$ cat src/rtl/mem_access_unit_pkg.sv
// Shared types and width defaults for the data-memory load/store unit.
package mem_access_unit_pkg;

    localparam int unsigned AddrWDefault = 8;
    localparam int unsigned DataWDefault = 8;

    typedef enum logic [1:0] {
        StIdle,
        StStore,
        StLoadAddr,
        StLoadData
    } state_e;

endpackage

$ cat src/rtl/sat_counter8.sv
// Enable-driven 8-bit counter that sticks at 255 instead of wrapping.
module sat_counter8 (
    input  logic       sysclk,
    input  logic       reset,
    input  logic       en,
    output logic [7:0] count
);

    logic [7:0] count_q;

    always_ff @(posedge sysclk) begin
        if (reset) begin
            count_q <= 8'd0;
        end else if (en && (count_q != 8'hFF)) begin
            count_q <= count_q + 8'd1;
        end
    end

    assign count = count_q;

endmodule

$ cat src/rtl/mem_access_unit.sv
// Single-outstanding load/store unit driving a registered data memory.
// MEM_ACCESS_STORE_FWD_EN adds last-store forwarding for loads hitting that address.
module mem_access_unit
    import mem_access_unit_pkg::*;
#(
    parameter int unsigned ADDR_W = AddrWDefault,
    parameter int unsigned DATA_W = DataWDefault
) (
    input  logic              sysclk,
    input  logic              reset,
    input  logic              req_valid,
    output logic              req_ready,
    input  logic              req_write,
    input  logic [ADDR_W-1:0] req_addr,
    input  logic [DATA_W-1:0] req_wdata,
    output logic              resp_valid,
    output logic [DATA_W-1:0] resp_rdata,
    output logic [ADDR_W-1:0] mem_addr,
    output logic [DATA_W-1:0] mem_wdata,
    output logic              mem_write,
    input  logic [DATA_W-1:0] mem_rdata,
    output logic [7:0]        load_cnt,
    output logic [7:0]        store_cnt
);

    state_e            state_q, state_d;
    logic [ADDR_W-1:0] mem_addr_q, mem_addr_d;
    logic [DATA_W-1:0] mem_wdata_q, mem_wdata_d;
    logic              mem_write_q, mem_write_d;
    logic              resp_valid_q, resp_valid_d;
    logic [DATA_W-1:0] resp_rdata_q, resp_rdata_d;

    logic              accept, load_acc, store_acc;
    logic              fwd_hit;
    logic [DATA_W-1:0] fwd_data;

    assign req_ready = (state_q == StIdle);
    assign accept    = req_valid && req_ready;
    assign load_acc  = accept && !req_write;
    assign store_acc = accept && req_write;

`ifdef MEM_ACCESS_STORE_FWD_EN
    logic              fwd_valid_q;
    logic [ADDR_W-1:0] fwd_addr_q;
    logic [DATA_W-1:0] fwd_data_q;

    always_ff @(posedge sysclk) begin
        if (reset) begin
            fwd_valid_q <= 1'b0;
            fwd_addr_q  <= '0;
            fwd_data_q  <= '0;
        end else if (store_acc) begin
            fwd_valid_q <= 1'b1;
            fwd_addr_q  <= req_addr;
            fwd_data_q  <= req_wdata;
        end
    end

    assign fwd_hit  = load_acc && fwd_valid_q && (req_addr == fwd_addr_q);
    assign fwd_data = fwd_data_q;
`else
    assign fwd_hit  = 1'b0;
    assign fwd_data = '0;
`endif

    always_comb begin
        state_d      = state_q;
        mem_addr_d   = mem_addr_q;
        mem_wdata_d  = mem_wdata_q;
        mem_write_d  = 1'b0;
        resp_valid_d = 1'b0;
        resp_rdata_d = resp_rdata_q;

        unique case (state_q)
            StIdle: begin
                if (store_acc) begin
                    mem_addr_d  = req_addr;
                    mem_wdata_d = req_wdata;
                    mem_write_d = 1'b1;
                    state_d     = StStore;
                end else if (fwd_hit) begin
                    // Forwarded load: answer next cycle, memory untouched.
                    resp_valid_d = 1'b1;
                    resp_rdata_d = fwd_data;
                end else if (load_acc) begin
                    mem_addr_d = req_addr;
                    state_d    = StLoadAddr;
                end
            end
            StStore:    state_d = StIdle;
            StLoadAddr: state_d = StLoadData;
            StLoadData: begin
                resp_valid_d = 1'b1;
                resp_rdata_d = mem_rdata;
                state_d      = StIdle;
            end
            default:    state_d = StIdle;
        endcase
    end

    always_ff @(posedge sysclk) begin
        if (reset) begin
            state_q      <= StIdle;
            mem_addr_q   <= '0;
            mem_wdata_q  <= '0;
            mem_write_q  <= 1'b0;
            resp_valid_q <= 1'b0;
            resp_rdata_q <= '0;
        end else begin
            state_q      <= state_d;
            mem_addr_q   <= mem_addr_d;
            mem_wdata_q  <= mem_wdata_d;
            mem_write_q  <= mem_write_d;
            resp_valid_q <= resp_valid_d;
            resp_rdata_q <= resp_rdata_d;
        end
    end

    assign mem_addr   = mem_addr_q;
    assign mem_wdata  = mem_wdata_q;
    assign mem_write  = mem_write_q;
    assign resp_valid = resp_valid_q;
    assign resp_rdata = resp_rdata_q;

    sat_counter8 u_load_cnt (
        .sysclk (sysclk),
        .reset  (reset),
        .en     (load_acc),
        .count  (load_cnt)
    );

    sat_counter8 u_store_cnt (
        .sysclk (sysclk),
        .reset  (reset),
        .en     (store_acc),
        .count  (store_cnt)
    );

endmodule

$ cat config.mk
export PLATFORM = sky130hd
export DESIGN_NAME = mem_access_unit
export DESIGN_NICKNAME = d
export VERILOG_FILES = /design/src/rtl/mem_access_unit_pkg.sv /design/src/rtl/sat_counter8.sv /design/src/rtl/mem_access_unit.sv
export SDC_FILE = /design/constraint.sdc
export NUM_CORES = 1
export LEC_CHECK = 0
export CAP_MARGIN = 5
export CORE_MARGIN = 4
export CORE_UTILIZATION = 44
export CTS_BUF_LIST = sky130_fd_sc_hd__clkbuf_4
export DETAILED_ROUTE_END_ITERATION = 7
export PLACE_DENSITY = 0.82
export SLEW_MARGIN = 20
export SYNTH_ARGS = -nofsm -noshare
export SYNTH_HDL_FRONTEND = slang
export SYNTH_SLANG_ARGS = --single-unit
$ cat constraint.sdc
create_clock -name sysclk -period 2.1 [get_ports sysclk]
set_input_delay 0.525 -clock sysclk [delete_from_list [all_inputs] [get_ports sysclk]]
set_output_delay 0.525 -clock sysclk [all_outputs]
set_load 0.01 [all_outputs]
## Word level (Yosys, flattened, before mapping)

Index checks and enable logic that the tools add are counted.

| cells by class | value |
|---|---|
| reduce and logical (&&, ||, !) cells | 12 |
| divide/modulo/power cells | 0 |
| $lt $le $gt $ge | 0 |
| $add $sub $neg | 2 |
| bitwise gates (word level) | 1 |
| mux-type cells | 7 |
| shift-type cells | 0 |
| eq/ne operators | 6 |
| multipliers | 0 |

Operator list:

| kind | number |
|---|---|
| adder 8 x 1 -> 8 bit, second input constant | 2 |
| 2-to-1 mux 8 bit | 2 |
| != test 8 bit, second input constant | 2 |
| one-hot mux 2 bit (3 select lines) | 1 |
| logical AND 1 bit | 5 |
| == test 2 bit, second input constant | 2 |
| 2-to-1 mux 2 bit | 2 |
| AND reduction 2 bit | 2 |
| OR reduction 2 bit | 2 |
| != test 3 x 1 -> 1 bit, second input constant | 1 |
| == test 2 x 1 -> 1 bit, second input constant | 1 |
| logical NOT 2 bit | 1 |
| 2-to-1 mux 1 bit | 2 |
| nonzero test 2 bit | 1 |
| logical NOT 1 bit | 1 |
| inverter 1 bit | 1 |

| storage, ports and cells | value |
|---|---|
| bits in latches | 0 |
| flip-flop bits (word level) | 44 |
| memory bits (read-only) | 0 |
| output and inout bits | 43 |
| memories kept | 0 |
| word-level logic and storage cells | 36 |
| RAM bits | 0 |
| input port bits | 28 |

## Depth between registers and ports, before layout

Gate-level depths: netlist (run 1).

| logic depth | value |
|---|---|
| depth after elaboration | 6 |
| gate-level depth with buffers | 5 |
| depth with buffers taken out | 5 |

## Hierarchy

Synthesis (run 1) repeated with hierarchy kept, for this count alone.

| second synthesis, totals | value |
|---|---|
| cell total of the unflattened synthesis | 214 |
| area total of the unflattened synthesis | 2060.7 sq um |

By module, submodules not included:

| module | cells an instance | sequential area each (sq um) | times used | area each (sq um) |
|---|---|---|---|---|
| mem_access_unit | 122 | 560.5 | 1 | 1199.9 |
| sat_counter8 | 46 | 160.2 | 2 | 430.4 |

## Least setup slack after synthesis (run 1)

OpenSTA, ideal clock, no wires.

| path | value |
|---|---|
| path type | input to register |
| from | in req_write |
| to | reg u_load_cnt.count_q[3] (netlist: u_load_cnt.count[3]) |
| arrival | 1.437 ns |
| buffers on the path | 0 |
| required time | 1.977 ns |
| path slack | 0.540 ns |
| setup time | 0.123 ns |
| cell stages on the path | 4 |
| cell sequence | nor4b_4 -> nand4_1 -> nor2_1 -> mux2_1 |

| between the ends | value |
|---|---|
| word-level cells in the longest chain between the ends | 3 |

Ends and longest elaborated chain:

| item | line | RTL |
|---|---|---|
| from (decl) | mem_access_unit.sv:13 | `input logic req_write,` |
| logical NOT 1 bit | mem_access_unit.sv:39 | `assign load_acc = accept && !req_write;` |
| logical AND 1 bit | mem_access_unit.sv:39 |  |
| logical AND 1 bit | sat_counter8.sv:14 | `end else if (en && (count_q != 8'hFF)) begin` |
| to (signal assigned) | sat_counter8.sv:15 | `count_q <= count_q + 8'd1;` |
| to (decl) | sat_counter8.sv:9 | `logic [7:0] count_q;` |

Every way passes these cells.
A chain may end at the register's enable or synchronous reset.

## Worst setup path in the final report (run 1)

| path | value |
|---|---|
| from | reg state_q[1] |
| to | out req_ready |

| between the ends | value |
|---|---|
| word-level cells in the longest chain between the ends | 1 |

Ends and longest elaborated chain:

| item | line | RTL |
|---|---|---|
| from (decl) | mem_access_unit.sv:26 | `state_e state_q, state_d;` |
| from (signal assigned) | mem_access_unit.sv:103 | `state_q <= StIdle;` |
| from (signal assigned) | mem_access_unit.sv:110 | `state_q <= state_d;` |
| logical NOT 2 bit | mem_access_unit.sv:37 | `assign req_ready = (state_q == StIdle);` |
| to (decl) | mem_access_unit.sv:12 | `output logic req_ready,` |

Every way passes these cells.

==> results.ini, run 1 <==
[run_status]
run_status = finished clean

[sta]
drv_slew = 0
report.final.setup_viol = 0
maxClockFrequency_ghz = 0.5062
tns_ns = 0
tightest_slew_ns = 0.3803
fin_skew_ns = 0.01383
rsz0062_at_grt = false
period_needed_ns = 1.976
period_share_pct = 94.08
slew_headroom_pct = 74.38
hold_violations = 0

[placed_design]
numPortBuffers = 70
routability_congestion_estimate = 0.7522
dp_hpwl_um = 3232
number_of_placed_cells_counting_well_taps = 327

[grt]
grt_pass1_wl_um = 7065
via_count_of_the_first_global_routing_pass = 1577
initial_antenna_violation_count = 0
grt_start_max_net_pins = 23
global_route.overflow_total = 0
global_route.usage.total_pct = 17.27

[yosys]
nets_in_the_synthesized_netlist = 239
ys_async_sr_fraction_pct = 0
post_synth_most_frequent_cells = 44 x sky130_fd_sc_hd__dfxtp_1, 44 x sky130_fd_sc_hd__nand2_1, 30 x sky130_fd_sc_hd__a21oi_1
number_of_enable_flip_flop_cells_after_synthesis = 0
synth_top_cells_by_area = sky130_fd_sc_hd__dfxtp_1 50%, sky130_fd_sc_hd__nand2_1 9.3%, sky130_fd_sc_hd__a21oi_1 8.5%
sequential_share_of_the_synthesized_area_pct = 49.82
syn-cell-area_um2 = 1768
synth_top_area_share_pct = 49.82
synth_top_flop_cell = sky130_fd_sc_hd__dfxtp_1
yosysUniqueCellTypes = 32
ys.warnings.count = 0
syn-instance-count = 209
synthesized_flop_and_latch_total = 44
cell_taking_the_most_area_after_synthesis = sky130_fd_sc_hd__dfxtp_1
post_synth.cell_area_avg_um2 = 8.459

[power]
peak_vdd_ir_v = 0.0004380
cellLeakagePower_uw = 0.0009934
total_power_uw = 1633
pwr_density_cell_nw_per_um2 = 617.7

[clocking]
root_buffer_master = sky130_fd_sc_hd__clkbuf_4
tritoncts = built
post_cts_resized = 0
holdBufCountCts = 0
cts_setup_buffers = 0
tritoncts_num_sinks = 44
cts_htree_levels = 2
insertion_delay_ns = 0.35
worst_setup_hold_path_clk_slew_ns = 0.13
numCtsBuffers = 5
cts.path.max_buffers = 2

[layout]
post_route_cells_drive_above_1_share_pct = 6.969
layoutNonFillerInstCount = 335
postLayoutCoreUtil_pct = 70.11
final_nets = 316
areaGrowthSynthToFinish_pct = 49.54
num_antenna_cells = 0
layout.filler_cells = 334

[setup_path]
crit_arrival_ns = 1.45
worstRegToRegCells = 5
critical_path_peak_fanout = 3
worstSetupStartpointType = register
critical_path.n_buffers_inverters = 1
setup.worst_path.end_class = output port
crit-reg2reg-capture = u_store_cnt.count[1]
crit_required_ns = 1.57
timing_worst_setup_path_type = register to output port
r2r_start = u_store_cnt.count[0]
timing.critical_path.slowest_stage_cell = sky130_fd_sc_hd__clkdlybuf4s50_1
path_delay_family = buffers and inverters
timing.reg2reg.setup_slack_ns = 0.41
critical_path.cell_chain = nor2_1 > clkdlybuf4s50_1
critPathMaxStageDelay_ns = 0.58

[floorplan]
die_height_um = 71.39
dieWidth_um = 71.39
initial_util_pct = 46.88
std_cell_rows = 22
fp.coreArea_um2 = 3771
ios = 71
floorplan_die_area_um2 = 5097

[routing]
via_count = 1711
route.antenna.remaining_nets = 0
wl_per_cell_um = 12.62
avgViaCountPerCell = 5.107
first_pass_iters = 6
drc = 0
number_of_violations_reported_at_the_end_of_detailed_routing_iteration_0 = 80
routed_wl_um = 4227

[worst_hold_path]
whs_path_depth = 2
worst_hold_path.endpoint = mem_wdata[2]
hp-start = mem_wdata[2]
min_path_type = register to register

[flow_run]
max-cap-violations = 0

## sequential cells by signal, summed over array words and instances, names as in the netlist
register	cells
mem_addr	8
mem_wdata	8
resp_rdata	8
u_load_cnt.count	8
u_store_cnt.count	8
state_q	2
mem_write	1
resp_valid	1
## per-layer routing
| layer | track usage (%) | up-vias | part of all wire (%) |
|---|---|---|---|
| met5 | 0 | - | 0 |
| met4 | 6.263 | 0 | 1.2 |
| met3 | 6.872 | 4 | 9.4 |
| met2 | 28.47 | 59 | 48 |
| met1 | 20.22 | 769 | 41 |
| li1 | - | 879 | - |
## where the power goes
part           switching [uW]  leakage [uW]  internal (uW)
logic                     104      0.000593            130
clock network             268     0.0000428            249
registers                18.1      0.000357            863
total                     391      0.000993           1240
## per-stage QoR
step,instance area [um^2],setup WS (ns),hold WS [ns]
final,2644,0.1244,0.4611
after global routing,2644,0.03561,0.4795
after CTS,2644,0.1117,0.4632
after detailed placement,2564,0.02421,0.4457
after global placement,2564,0.06915,0.4408
after floorplan,1768,0.5400,0.4805
## layout by cell type (no fill, tap or decap), types with 2 or more instances in the layout
cell and instances:
sky130_fd_sc_hd__clkdlybuf4s50_1 70, sky130_fd_sc_hd__nand2_1 44, sky130_fd_sc_hd__dfxtp_1 44, sky130_fd_sc_hd__a21oi_1 30
sky130_fd_sc_hd__nor2_1 17, sky130_fd_sc_hd__nand3_1 12, sky130_fd_sc_hd__buf_4 10, sky130_fd_sc_hd__nand4_1 6
sky130_fd_sc_hd__mux2i_1 5, sky130_fd_sc_hd__clkbuf_4 5, sky130_fd_sc_hd__o21ai_0 4, sky130_fd_sc_hd__xor2_1 4
sky130_fd_sc_hd__nor3_1 4, sky130_fd_sc_hd__a31oi_1 4, sky130_fd_sc_hd__inv_1 3, sky130_fd_sc_hd__and3_1 3
sky130_fd_sc_hd__and2_1 2, sky130_fd_sc_hd__ha_1 2
## worst max-delay path by stage
| stage | from | to | slack, ns | depth (start not counted) |
|---|---|---|---|---|
| 5_1_grt | state_q[1] | req_ready | 0.04 | 2 |
| 4_1_cts | state_q[1] | req_ready | 0.11 | 2 |
| 2_1_floorplan | req_write | u_load_cnt.count[3] | 0.54 | 4 |
| 6_report | state_q[1] | req_ready | 0.12 | 2 |
| 3_5_place_dp | req_write | u_load_cnt.count[3] | 0.02 | 5 |
| 3_3_place_gp | req_write | u_load_cnt.count[3] | 0.07 | 5 |
## cell type report
cell class | count | area [um^2] | share of cell area, %
Clock buffer | 5 | 37.54 | 1.420
Timing Repair Buffer | 80 | 775.7 | 29.34
Clock inverter | 3 | 42.54 | 1.609
Inverter | 3 | 11.26 | 0.4259
Sequential cell | 44 | 880.8 | 33.32
Tap cell | 48 | 60.06 | 2.272
Multi-Input combinational cell | 152 | 835.8 | 31.61
## tightest hold or removal path, stage by stage (launching register included)
cell and delay [ns]:
sky130_fd_sc_hd__dfxtp_1 0.33, sky130_fd_sc_hd__nand2_1 0.05, sky130_fd_sc_hd__a21oi_1 0.05
## cells by family (layout without fill, tap and decap cells)
group | after synthesis | count (layout) | share of synthesized area (%)
adder cells (fa/ha/maj) | 2 | 2 | 1.415
XOR/XNOR | 4 | 4 | 1.981
multiplexers | 6 | 6 | 3.468
AND/OR/NAND/NOR | 97 | 97 | 27.11
AO/OA/AOI/OAI | 43 | 43 | 13.31
buffers and inverters | 13 | 91 | 2.902
flip-flops | 44 | 44 | 49.82
Note: power is estimated with default switching activity, not from simulation.
==> run 2: changes to the inputs <==
- ABC_AREA: default -> 1
- CORE_UTILIZATION: 44 -> 45
- PLACE_DENSITY: 0.82 -> 0.83
- SLEW_MARGIN: 20 -> 10
- TNS_END_PERCENT: default -> 30
==> run 2 against run 1 <==
Compared with the run above: synthesized cell count grew 23%; area after synthesis grew 4.5%; via count rose by 8.7%; largest power group unchanged; maximum frequency grew 0.13%; worst hold slack improved by 0.018 ns; register-to-register slack improved by 0.18 ns; combinational power grew 6%; critical path type unchanged.
==> results.ini, run 2 <==
[grt]
global_route.usage.total_pct = 17.07
grt_pass1_wl_um = 7155
global_route.overflow_total = 0
grt_start_max_net_pins = 29
initial_antenna_violation_count = 0
via_count_of_the_first_global_routing_pass = 1656

[yosys]
post_synth.cell_area_avg_um2 = 7.191
nets_in_the_synthesized_netlist = 287
number_of_enable_flip_flop_cells_after_synthesis = 0
ys.warnings.count = 0
cell_taking_the_most_area_after_synthesis = sky130_fd_sc_hd__dfxtp_1
synthesized_flop_and_latch_total = 44
syn-cell-area_um2 = 1848
synth_top_area_share_pct = 47.66
post_synth_fa_ha_maj_area_fraction_pct = 1.354
sequential_share_of_the_synthesized_area_pct = 47.66
synth_top_flop_cell = sky130_fd_sc_hd__dfxtp_1
muxShareOfSynthArea_pct = 0
synth.most_common_cell = sky130_fd_sc_hd__nor2_1
ys_async_sr_fraction_pct = 0
yosysUniqueCellTypes = 23
post_synth_most_frequent_cells = 65 x sky130_fd_sc_hd__nor2_1, 55 x sky130_fd_sc_hd__nand2_1, 44 x sky130_fd_sc_hd__dfxtp_1
synth_xor_xnor_area_share_pct = 0.9479
combinational_family_with_the_most_area_after_synthesis = simple AND/OR/NAND/NOR gates
synth_compound_area_share_pct = 11.71
synth_top_cells_by_area = sky130_fd_sc_hd__dfxtp_1 48%, sky130_fd_sc_hd__nor2_1 13%, sky130_fd_sc_hd__nand2_1 11%
syn-instance-count = 257
synthSimpleGateAreaFrac_pct = 31.48

[placed_design]
detailed_place.area_um2 = 2580
numPortBuffers = 70
dp_hpwl_um = 3246
preCtsSetupSlack_ns = 0.2792
routability_congestion_estimate = 0.7987

[routing]
drc = 0
first_pass_iters = 4
avgViaCountPerCell = 4.895
wl_per_cell_um = 11.36
routed_wl_um = 4316
number_of_violations_reported_at_the_end_of_detailed_routing_iteration_0 = 84
route.antenna.remaining_nets = 0
via_count = 1860

[setup_path]
critical_path.cell_chain = nor2_4 > clkdlybuf4s50_1
timing_worst_setup_path_type = register to output port
critPathMaxStageDelay_ns = 0.58
setup.worst_path.end_class = output port
timing.critical_path.slowest_stage_cell = sky130_fd_sc_hd__clkdlybuf4s50_1
critical_path_peak_fanout = 4
worstSetupStartpointType = register
crit_arrival_ns = 1.45
crit_required_ns = 1.57

[floorplan]
floorplan_die_area_um2 = 5196
fp.coreArea_um2 = 4000
std_cell_rows = 23
dieWidth_um = 72.09
ios = 71
initial_util_pct = 46.20
die_height_um = 72.09

[power]
power.share.combinational_pct = 16.2
cellLeakagePower_uw = 0.0009837
pwr_density_cell_nw_per_um2 = 583.2
peak_vdd_ir_v = 0.0004091
swShare_pct = 25.50
intPower_uw = 1146
p_seq_share_pct = 58.0
clock_power_share_pct = 25.8
net-switching-power_uw = 392.0

[flow_run]
max-cap-violations = 0

[clocking]
holdBufCountCts = 0
numCtsBuffers = 5
root_buffer_master = sky130_fd_sc_hd__clkbuf_4
cts_htree_levels = 2
insertion_delay_ns = 0.34
tritoncts_num_sinks = 44
tritoncts = built
post_cts_resized = 0
cts.path.max_buffers = 2
worst_setup_hold_path_clk_slew_ns = 0.12
cts_setup_buffers = 0

[worst_hold_path]
min_path_type = register to register

[sta]
fin_skew_ns = 0.006406
rsz0062_at_grt = false
report.final.setup_viol = 0
tightest_slew_ns = 0.3524
period_share_pct = 93.96
period_needed_ns = 1.973
maxClockFrequency_ghz = 0.5068
tns_ns = 0
drv_slew = 0
hold_violations = 0
setup_slack_ns = 0.1269
slew_headroom_pct = 76.45

[layout]
areaGrowthSynthToFinish_pct = 42.65
post_route_cells_drive_above_1_share_pct = 5.152
postLayoutCoreUtil_pct = 65.91
final_cell_mix = 70 x sky130_fd_sc_hd__clkdlybuf4s50_1, 65 x sky130_fd_sc_hd__nor2_1, 55 x sky130_fd_sc_hd__nand2_1
num_antenna_cells = 0
post-route-cell-area_um2 = 2636
final_common_cell = sky130_fd_sc_hd__clkdlybuf4s50_1
final_nets = 359

[run_status]
run_status = finished clean

==> run 2: cell count changes after synthesis, moves of 4 or more <==
cell	previous run	this run
sky130_fd_sc_hd__inv_1	3	17
sky130_fd_sc_hd__nand2_1	44	55
sky130_fd_sc_hd__a21oi_1	30	21
sky130_fd_sc_hd__clkbuf_1	8	1
sky130_fd_sc_hd__o21ai_0	4	19
sky130_fd_sc_hd__nor3_1	4	0
sky130_fd_sc_hd__nand4_1	6	1
sky130_fd_sc_hd__a31oi_1	4	0
sky130_fd_sc_hd__nor2_1	17	65
sky130_fd_sc_hd__mux2i_1	5	0
==> run 2: power by group through the flow <==
stage | Clock (uW) | Sequential [uW] | Combinational [uW]
finish | 397 | 892 | 248
detailed placement | 0 | 911 | 250
global route | 455 | 897 | 272
global placement | 0 | 910 | 246
floorplan | 0 | 924 | 99.8
CTS | 413 | 892 | 251
==> run 2: layout make-up <==
type                    instances  area, um^2
repair buffers                 72       715.7
flip-flops and latches         44       880.8
fillers                       347        1364
clock inverters                 2       11.26
multi-input cells             186       840.8
well taps                      50       62.56
inverters                      20       80.08
clock buffers                   6       45.04
==> run 2: cells by family (layout without fill, tap and decap cells) <==
group | after synthesis | in the layout
simple gates | 140 | 140
buf+inv | 27 | 100
flops | 44 | 44
xor+xnor | 2 | 2
compound gates | 42 | 42
fa+ha+maj | 2 | 2
==> run 2: metrics by stage <==
step,hold slack [ns],total power (uW),instances
global placement,0.4602,1156,372
global route,0.5025,1625,380
finish,0.4794,1538,380
floorplan,0.4873,1024,257
detailed placement,0.4623,1160,372
CTS,0.4834,1556,380
==> run 2: routing by layer <==
layer  vias up  GRT usage (%)  share of wire [%]
met5         -              0                  0
met4         0          7.098                2.4
met3        12          3.878                5.7
met2        68          27.81                 47
met1       820          21.71                 45
li1        960              -                  -
==> run 2: critical path: cells and delay by family (launching register included) <==
| kind | cells | cell delay (ns) |
|---|---|---|
| buffers and inverters | 1 | 0.58 |
| AND/OR/NAND/NOR | 1 | 0.17 |
| flip-flops | 1 | 0.36 |
==> run 2: worst paths after layout <==
path / from / endpoint / slack [ns] / cells past startpoint
setup / recovery: state_q[1] / req_ready / 0.13 / 2
hold / removal: mem_wdata[5] / mem_wdata[5] / 0.48 / 2
setup reg to reg: u_load_cnt.count[0] / u_load_cnt.count[1] / 0.59 / 7
hold reg to reg: mem_wdata[5] / mem_wdata[5] / 0.48 / 2
==> run 3: changes to the inputs <==
- CORE_UTILIZATION: 45 -> 54
- DONT_BUFFER_PORTS: default -> 1
- PLACE_DENSITY: 0.83 -> 0.7
==> run 3 against run 2 <==
Compared with the run above: sequential share of layout area increased by 13 points; worst setup slack better by 0.47 ns; critical path depth up 5; via count decreased by 15%; utilization down 5.2 points; worst hold slack got worse by 0.25 ns; register-to-register slack about the same; global-route usage is 2.6 points higher; largest cell class unchanged.
==> results.ini, run 3 (synthesis results as in run 2) <==
[clocking]
root_buffer_master = sky130_fd_sc_hd__clkbuf_4
holdBufCountCts = 0
cts.path.max_buffers = 2
worst_setup_hold_path_clk_slew_ns = 0.12
tritoncts = built
tritoncts_num_sinks = 44
post_cts_resized = 0
numCtsBuffers = 5
cts_htree_levels = 2
insertion_delay_ns = 0.34
cts_setup_buffers = 0

[power]
pwr_density_cell_nw_per_um2 = 729.7
total_power_uw = 1397
cellLeakagePower_uw = 0.0007216
clock_power_share_pct = 27.1
swShare_pct = 26.37
p_seq_share_pct = 65.2
net-switching-power_uw = 368.4
power.share.combinational_pct = 7.7
peak_vdd_ir_v = 0.0005370
intPower_uw = 1028

[setup_path]
setup.worst_path.end_class = register
crit_required_ns = 2.38
critical_path.n_buffers_inverters = 1
timing.critical_path.slowest_stage_cell = sky130_fd_sc_hd__dfxtp_1
path_delay_family = simple AND/OR/NAND/NOR gates
critical_path.cell_chain = ha_1 > nand3_1 > inv_1 > nand2_1 > nand2_1 > nand2_1 > a21oi_1
critical_path_peak_fanout = 11
crit_arrival_ns = 1.79
critPathMaxStageDelay_ns = 0.45
timing_worst_setup_path_type = register to register
worstSetupStartpointType = register
cp_common_cell = sky130_fd_sc_hd__nand2_1

[floorplan]
die_height_um = 66.50
ios = 71
dieWidth_um = 66.50
std_cell_rows = 20
floorplan_die_area_um2 = 4422
fp.coreArea_um2 = 3153
initial_util_pct = 58.61

[sta]
slew_headroom_pct = 78.22
report.final.setup_viol = 0
tns_ns = 0
period_needed_ns = 1.503
hold_violations = 0
rsz0062_at_grt = false
maxClockFrequency_ghz = 0.6654
period_share_pct = 71.57
drv_slew = 0
fin_skew_ns = 0.002687
tightest_slew_ns = 0.3259

[placed_design]
numPortBuffers = 0
routability_congestion_estimate = 0.7832
number_of_placed_cells_counting_well_taps = 295
dp_hpwl_um = 2725

[layout]
final_common_cell = sky130_fd_sc_hd__nor2_1
layoutNonFillerInstCount = 302
final_nets = 288
num_antenna_cells = 0
postLayoutCoreUtil_pct = 60.71
post_route_cells_drive_above_1_share_pct = 6.202
final_cell_mix = 65 x sky130_fd_sc_hd__nor2_1, 55 x sky130_fd_sc_hd__nand2_1, 44 x sky130_fd_sc_hd__dfxtp_1
areaGrowthSynthToFinish_pct = 3.589

[routing]
avgViaCountPerCell = 5.252
wl_per_cell_um = 12.72
first_pass_iters = 4
number_of_violations_reported_at_the_end_of_detailed_routing_iteration_0 = 100
route.antenna.remaining_nets = 0
via_count = 1586
drc = 0
routed_wl_um = 3840

[grt]
via_count_of_the_first_global_routing_pass = 1545
grt_pass1_wl_um = 6727
initial_antenna_violation_count = 0
global_route.usage.total_pct = 19.64
global_route.overflow_total = 0
grt_start_max_net_pins = 27

[run_status]
run_status = finished clean

[worst_hold_path]
min_path_type = primary input to register

[flow_run]
max-cap-violations = 0

-- run 3: changes by cell type in the layout (fill, tap and decap cells not counted) --
cell / change
sky130_fd_sc_hd__clkinv_2: +1
sky130_fd_sc_hd__buf_4: -1
sky130_fd_sc_hd__clkdlybuf4s50_1: -70
sky130_fd_sc_hd__clkbuf_4: -1
sky130_fd_sc_hd__clkinv_1: -1
-- run 3: power by group through the flow --
| stage | combinational, uW | clock (uW) | sequential (uW) |
|---|---|---|---|
| after floorplan | 99.8 | 0 | 924 |
| after global placement | 107 | 0 | 930 |
| after detailed placement | 108 | 0 | 930 |
| after CTS | 108 | 393 | 912 |
| after global routing | 130 | 437 | 917 |
| final | 107 | 379 | 910 |
-- run 3: final timing paths --
| kind | endpoint | cells past startpoint | startpoint | slack [ns] |
|---|---|---|---|---|
| setup reg to reg | u_load_cnt.count[1] | 7 | u_load_cnt.count[1] | 0.60 |
| hold reg to reg | mem_wdata[0] | 2 | mem_wdata[0] | 0.52 |
| hold / removal | u_load_cnt.count[0] | 1 | reset | 0.23 |
| setup / recovery | u_load_cnt.count[1] | 7 | u_load_cnt.count[1] | 0.60 |
-- run 3: metrics by stage --
step / worst slack [ns] / instance area (um^2) / hold slack (ns)
after CTS: 0.5914 / 1914 / 0.2096
after detailed placement: 0.6312 / 1864 / 0.5046
after global routing: 0.4072 / 1914 / 0.1818
after global placement: 0.6860 / 1864 / 0.4984
after floorplan: 0.8271 / 1848 / 0.4873
final: 0.5971 / 1914 / 0.2292
-- run 3: layer usage --
layer / vias up / global-route usage, % / part of all wire [%]
met5: - / 0 / 0
met4: 0 / 8.122 / 1.4
met3: 8 / 9.781 / 12
met2: 64 / 31.10 / 43
met1: 693 / 22.30 / 43
li1: 821 / - / -
-- run 3: final cells by class --
cell class                      count  area, um^2
Fill cell                         325        1239
Clock buffer                        5       37.54
Tap cell                           44       55.05
Multi-Input combinational cell    186       840.8
Clock inverter                      2       12.51
Inverter                           20       80.08
Sequential cell                    44       880.8
Timing Repair Buffer                1       7.507
